$ cat src/rtl/if_stage.sv
// -----------------------------------------------------------------------------
// if_stage -- instruction fetch stage with an optional direct-mapped BTB.
//
// Holds the program counter, presents it to a combinational-read instruction
// memory, and forwards the returned word together with its PC and a
// branch-taken prediction to the IF/ID register.
//
// Configuration macro: IF_STAGE_BTB_EN
//   defined   -> BTB with 2-bit saturating counters predicts taken branches
//   undefined -> no BTB; predicted_taken is constant 0, upd_* are ignored
//
// Parameters:
//   RESET_PC     PC value loaded on reset
//   BTB_ENTRIES  number of BTB entries (power of two, >= 2)
//
// Ports:
//   clk, rst          clock (rising edge), synchronous active-high reset
//   en                1 = advance PC, 0 = hold PC
//   redirect          control-flow correction from EX, wins over en
//   redirect_pc       corrected fetch address
//   upd_valid         resolved-branch update strobe from EX
//   upd_pc            PC of the resolved branch
//   upd_taken         resolved direction
//   upd_target        resolved target
//   imem_addr         instruction memory address (the PC register)
//   imem_rdata        instruction word at imem_addr, same cycle
//   pc_out            PC of the fetched instruction
//   instr_out         fetched instruction (imem_rdata)
//   predicted_taken   BTB prediction for pc_out
// -----------------------------------------------------------------------------
module if_stage #(
  parameter logic [31:0] RESET_PC    = 32'h0000_0000,
  parameter int          BTB_ENTRIES = 16
) (
  input  logic        clk,
  input  logic        rst,
  input  logic        en,
  input  logic        redirect,
  input  logic [31:0] redirect_pc,
  input  logic        upd_valid,
  input  logic [31:0] upd_pc,
  input  logic        upd_taken,
  input  logic [31:0] upd_target,
  output logic [31:0] imem_addr,
  input  logic [31:0] imem_rdata,
  output logic [31:0] pc_out,
  output logic [31:0] instr_out,
  output logic        predicted_taken
);

  localparam int IDX_W = $clog2(BTB_ENTRIES);
  localparam int TAG_W = 30 - IDX_W;

  logic [31:0] pc_r;
  logic [31:0] next_pc_s;
  logic        predicted_taken_s;
  logic [31:0] pred_target_s;

`ifdef IF_STAGE_BTB_EN
  // Valid bits and counters are reset; tags and targets are not, since an
  // entry is only trusted once its valid bit is set again.
  logic [BTB_ENTRIES-1:0] valid_r;
  logic [1:0]             ctr_r [BTB_ENTRIES];
  logic [TAG_W-1:0]       tag_r [BTB_ENTRIES];
  logic [29:0]            tgt_r [BTB_ENTRIES];

  logic [IDX_W-1:0] rd_idx_s;
  logic [TAG_W-1:0] rd_tag_s;
  logic             rd_hit_s;
  logic [IDX_W-1:0] up_idx_s;
  logic [TAG_W-1:0] up_tag_s;
  logic             up_hit_s;
  logic [1:0]       up_ctr_s;
  logic [1:0]       up_ctr_next_s;
  logic             unused_s;

  assign rd_idx_s = pc_r[IDX_W+1:2];
  assign rd_tag_s = pc_r[31:IDX_W+2];
  assign up_idx_s = upd_pc[IDX_W+1:2];
  assign up_tag_s = upd_pc[31:IDX_W+2];
  // Targets are stored word-aligned, so the low bits never matter.
  assign unused_s = ^{upd_pc[1:0], upd_target[1:0], redirect_pc[1:0]};

  // Lookup on the current PC; sees pre-update contents of a same-cycle write.
  always_comb begin
    rd_hit_s          = valid_r[rd_idx_s] && (tag_r[rd_idx_s] == rd_tag_s);
    predicted_taken_s = rd_hit_s && ctr_r[rd_idx_s][1];
    pred_target_s     = {tgt_r[rd_idx_s], 2'b00};
  end

  // Update-side hit detection and saturating counter arithmetic.
  always_comb begin
    up_hit_s = valid_r[up_idx_s] && (tag_r[up_idx_s] == up_tag_s);
    up_ctr_s = ctr_r[up_idx_s];
    if (upd_taken) begin
      up_ctr_next_s = (up_ctr_s == 2'b11) ? 2'b11 : up_ctr_s + 2'b01;
    end else begin
      up_ctr_next_s = (up_ctr_s == 2'b00) ? 2'b00 : up_ctr_s - 2'b01;
    end
  end

  // Valid bits and counters: cleared on reset, trained by resolved branches.
  always_ff @(posedge clk) begin
    if (rst) begin
      valid_r <= '0;
      for (int i = 0; i < BTB_ENTRIES; i++) begin
        ctr_r[i] <= 2'b00;
      end
    end else if (upd_valid) begin
      if (up_hit_s) begin
        ctr_r[up_idx_s] <= up_ctr_next_s;
      end else if (upd_taken) begin
        valid_r[up_idx_s] <= 1'b1;
        ctr_r[up_idx_s]   <= 2'b10;
      end else begin
        valid_r <= valid_r;
      end
    end else begin
      valid_r <= valid_r;
    end
  end

  // Tag and target: written on any taken update (allocate or hit refresh).
  always_ff @(posedge clk) begin
    if (!rst && upd_valid && upd_taken) begin
      tag_r[up_idx_s] <= up_tag_s;
      tgt_r[up_idx_s] <= upd_target[31:2];
    end
  end
`else
  logic unused_s;

  assign unused_s = ^{upd_valid, upd_pc, upd_taken, upd_target, redirect_pc[1:0]};

  // Without a BTB every fetch is predicted not-taken.
  always_comb begin
    predicted_taken_s = 1'b0;
    pred_target_s     = 32'h0000_0000;
  end
`endif

  // Next-PC selection: redirect beats en; a stall holds the PC.
  always_comb begin
    if (redirect) begin
      next_pc_s = {redirect_pc[31:2], 2'b00};
    end else if (en) begin
      if (predicted_taken_s) begin
        next_pc_s = pred_target_s;
      end else begin
        next_pc_s = pc_r + 32'd4;
      end
    end else begin
      next_pc_s = pc_r;
    end
  end

  // PC register.
  always_ff @(posedge clk) begin
    if (rst) begin
      pc_r <= {RESET_PC[31:2], 2'b00};
    end else begin
      pc_r <= next_pc_s;
    end
  end

  assign imem_addr       = pc_r;
  assign pc_out          = pc_r;
  assign instr_out       = imem_rdata;
  assign predicted_taken = predicted_taken_s;

endmodule

$ cat config.mk
export PLATFORM = sky130hd
export DESIGN_NAME = if_stage
export DESIGN_NICKNAME = d
export VERILOG_FILES = /design/src/rtl/if_stage.sv
export SDC_FILE = /design/constraint.sdc
export NUM_CORES = 1
export LEC_CHECK = 0
export CORE_UTILIZATION = 31
export CTS_CLUSTER_DIAMETER = 50
export DETAILED_ROUTE_END_ITERATION = 8
export GPL_TIMING_DRIVEN = 1
export PLACE_DENSITY = 0.83
export SYNTH_ARGS = -nofsm -noshare
export SYNTH_HDL_FRONTEND = slang
export SYNTH_SLANG_ARGS = --single-unit
export TNS_END_PERCENT = 5
$ cat constraint.sdc
create_clock -name clk -period 2.4 [get_ports clk]
set_input_delay 0.72 -clock clk [delete_from_list [all_inputs] [get_ports clk]]
set_output_delay 0.72 -clock clk [all_outputs]
set_load 0.03 [all_outputs]
==> results.json <==
{
  "outcome": "finished clean",
  "cts.sinks": 30,
  "yosys.area_share.simple_pct": 30.28,
  "vias_per_cell": 5.230,
  "setup_viol": 0,
  "grt_overflow_total": 0,
  "placed_cell_area_um2": 3077,
  "largest_reg_flops": 30,
  "htreeDepth": 2,
  "grt_pass1_wl_um": 10770,
  "synthAdderAreaFrac_pct": 0.5176,
  "critPathSlowestCell": "clkdlybuf4s50_1",
  "tightest_slew_ps": 607.8,
  "ys_seq_elements": 30,
  "syn_avg_cell_area_um2": 7.650,
  "crit_path_start_kind": "register",
  "yosysTopAreaCellShare_pct": 24.84,
  "ys.flop_type": "dfxtp_1",
  "antenna_found_initial": 0,
  "fp.dieH_um": 90.31,
  "hold_class": "register to register",
  "syn_inst": 316,
  "dp_cells": 449,
  "final_util_pct": 43.15,
  "drt-initial-drc-count": 178,
  "path_max_fanout": 7,
  "ir_drop_v": 0.0002865,
  "multiInputGateArea_um2": 1247,
  "whs_ps": 563.1,
  "p_per_area_nw_per_um2": 506.0,
  "synth.cells.most_frequent": "68 x buf_4, 30 x dfxtp_1, 24 x nor2_1",
  "required_ps": 1680,
  "wl_per_cell_um": 14.86,
  "skew_ps": 5.006,
  "async_flop_share_pct": 0,
  "fill_cells": 737,
  "fmax_mhz": 443.4,
  "seqCellArea_um2": 600.6,
  "cap_violations": 0,
  "synth_top_area_cell": "dfxtp_1",
  "critical_path_class": "register to output pin",
  "yosys_warnings": 0,
  "ant_nets": 0,
  "drc_errors": 0,
  "grt_pass1_vias": 2162,
  "numCtsBuffers": 5,
  "design_area_um2": 3197,
  "fin_crit_sh_pct": 93.98,
  "cp_data_arrival_time_ps": 1540,
  "ctsHoldBuffers": 0,
  "start_util_pct": 32.63,
  "synth_area_leaders": "dfxtp_1 25%, buf_4 21%, nand4_1 4.1%",
  "grt_setup_unrepaired": "false",
  "cts_buffer_depth": 2,
  "muxShareOfSynthArea_pct": 0.4141,
  "synth-xor-area-share_pct": 3.986,
  "postCtsSetupBuffers": 0,
  "slowest_delay_ps": 740,
  "clk-insertion-delay-late_ps": 290,
  "grt_max_degree": 39,
  "path_buf_inv": 1,
  "p_leak_nw": 1.110,
  "drt-pass1-iter-count": 4,
  "crit_path_end_kind": "output pin",
  "num_antenna_cells": 0,
  "synth-edff-count": 0,
  "synth_compound_area_share_pct": 15.32,
  "crit_family": "buffers and inverters",
  "synthesis.area_um2": 2417,
  "die_w_um": 90.31,
  "dp_hpwl_um": 5035,
  "dieArea_um2": 8155,
  "coreArea_um2": 7408,
  "max-slew-margin-rel_pct": 59.14,
  "hold_viol": 0,
  "place_congestion": 0.8283,
  "finalCriticalPeriod_ps": 2255,
  "synth_top_family_by_area": "simple AND/OR/NAND/NOR gates",
  "synth.most_common_cell": "buf_4",
  "worstPathCellList": "clkdlybuf4s50_1",
  "stdcell_count": 456,
  "wl_um": 6775,
  "syn_to_final_growth_pct": 32.25,
  "num_vias": 2385,
  "portBuffers": 93,
  "grt_usage_pct": 16.31,
  "cts_tree": "done",
  "synth_cell_types": 49,
  "clk_pin_slew_ps": 70,
  "drv_slew": 0,
  "fin_nets": 492,
  "cts_root_buffer": "clkbuf_8",
  "synth-seq-area-share_pct": 24.84,
  "drive_gt1_share_pct": 10.08,
  "row_count": 31,
  "top_level_ports": 231,
  "post_cts_resized": 0
}
-- metrics by stage --
step	setup TNS, ps	worst slack, ps	power [mW]
global route	0	35.13	1.674
global placement	-20.40	-19.09	1.073
detailed placement	-210.0	-78.70	1.081
finish	0	144.5	1.617
floorplan	0	291.0	0.9981
CTS	0	130.3	1.622
-- path summary, 6_finish.rpt --
kind,from,to,slack (ps),depth (start not counted)
worst min-delay path,imem_addr[17],imem_addr[17],560,2
worst max-delay path,imem_addr[4],pc_out[4],140,1
worst max register to register,imem_addr[4],imem_addr[23],270,4
worst min register to register,imem_addr[17],imem_addr[17],560,2
-- worst register-to-register path: stages (launching register included) --
cell	delay, ps
dfxtp_1	510
nand3_4	190
or4_1	730
or4_1	560
nand3_1	90
-- cells in the final DEF, fill, tap and decap left out, types with 4 or more instances in the layout --
cell and count:
dfxtp_1 30, nand3_1 12, nor3b_1 7, a211oi_1 11, or4_1 4, inv_1 6, xor2_1 5, a21oi_1 13
nor2_1 24, nor4_1 9, nand2_1 23, a311oi_1 7, buf_4 18, nor3_1 5, o21ai_0 5, xnor2_1 6
clkbuf_8 6, clkdlybuf4s50_1 93, conb_1 5, and3_1 8, nand4_1 16
-- cells by family (layout without fill, tap and decap cells) --
family / after synthesis / count (layout)
DFF: 30 / 30
xor gates and xnor gates: 11 / 11
AOI/OAI and AO/OA: 53 / 53
buffers and inverters: 89 / 126
adders and majority gates: 1 / 1
and+or+nand+nor: 130 / 130
muxes: 1 / 1
other: 1 / 5
-- power by group --
part	internal, mW	switching, mW	total [mW]
Clock	0.332	0.215	0.547
Sequential	0.533	0.0658	0.599
Combinational	0.217	0.255	0.472
-- metal layers --
metal / track usage [%] / part of all wire, % / vias to the layer above
met5: 0 / 0 / -
met4: 7.661 / 2.8 / 0
met3: 3.704 / 8.8 / 37
met2: 25.89 / 46 / 128
met1: 20.90 / 42 / 1061
li1: - / - / 1159
-- cell type report --
cell class	instances	area share (%)
Tap cell	99	3.875
Clock buffer	6	2.583
Inverter	7	0.8219
Multi-Input combinational cell	201	39.02
Timing Repair Buffer	112	33.97
Clock inverter	1	0.9393
Sequential cell	30	18.79
Note: power is estimated with default switching activity, not from simulation.
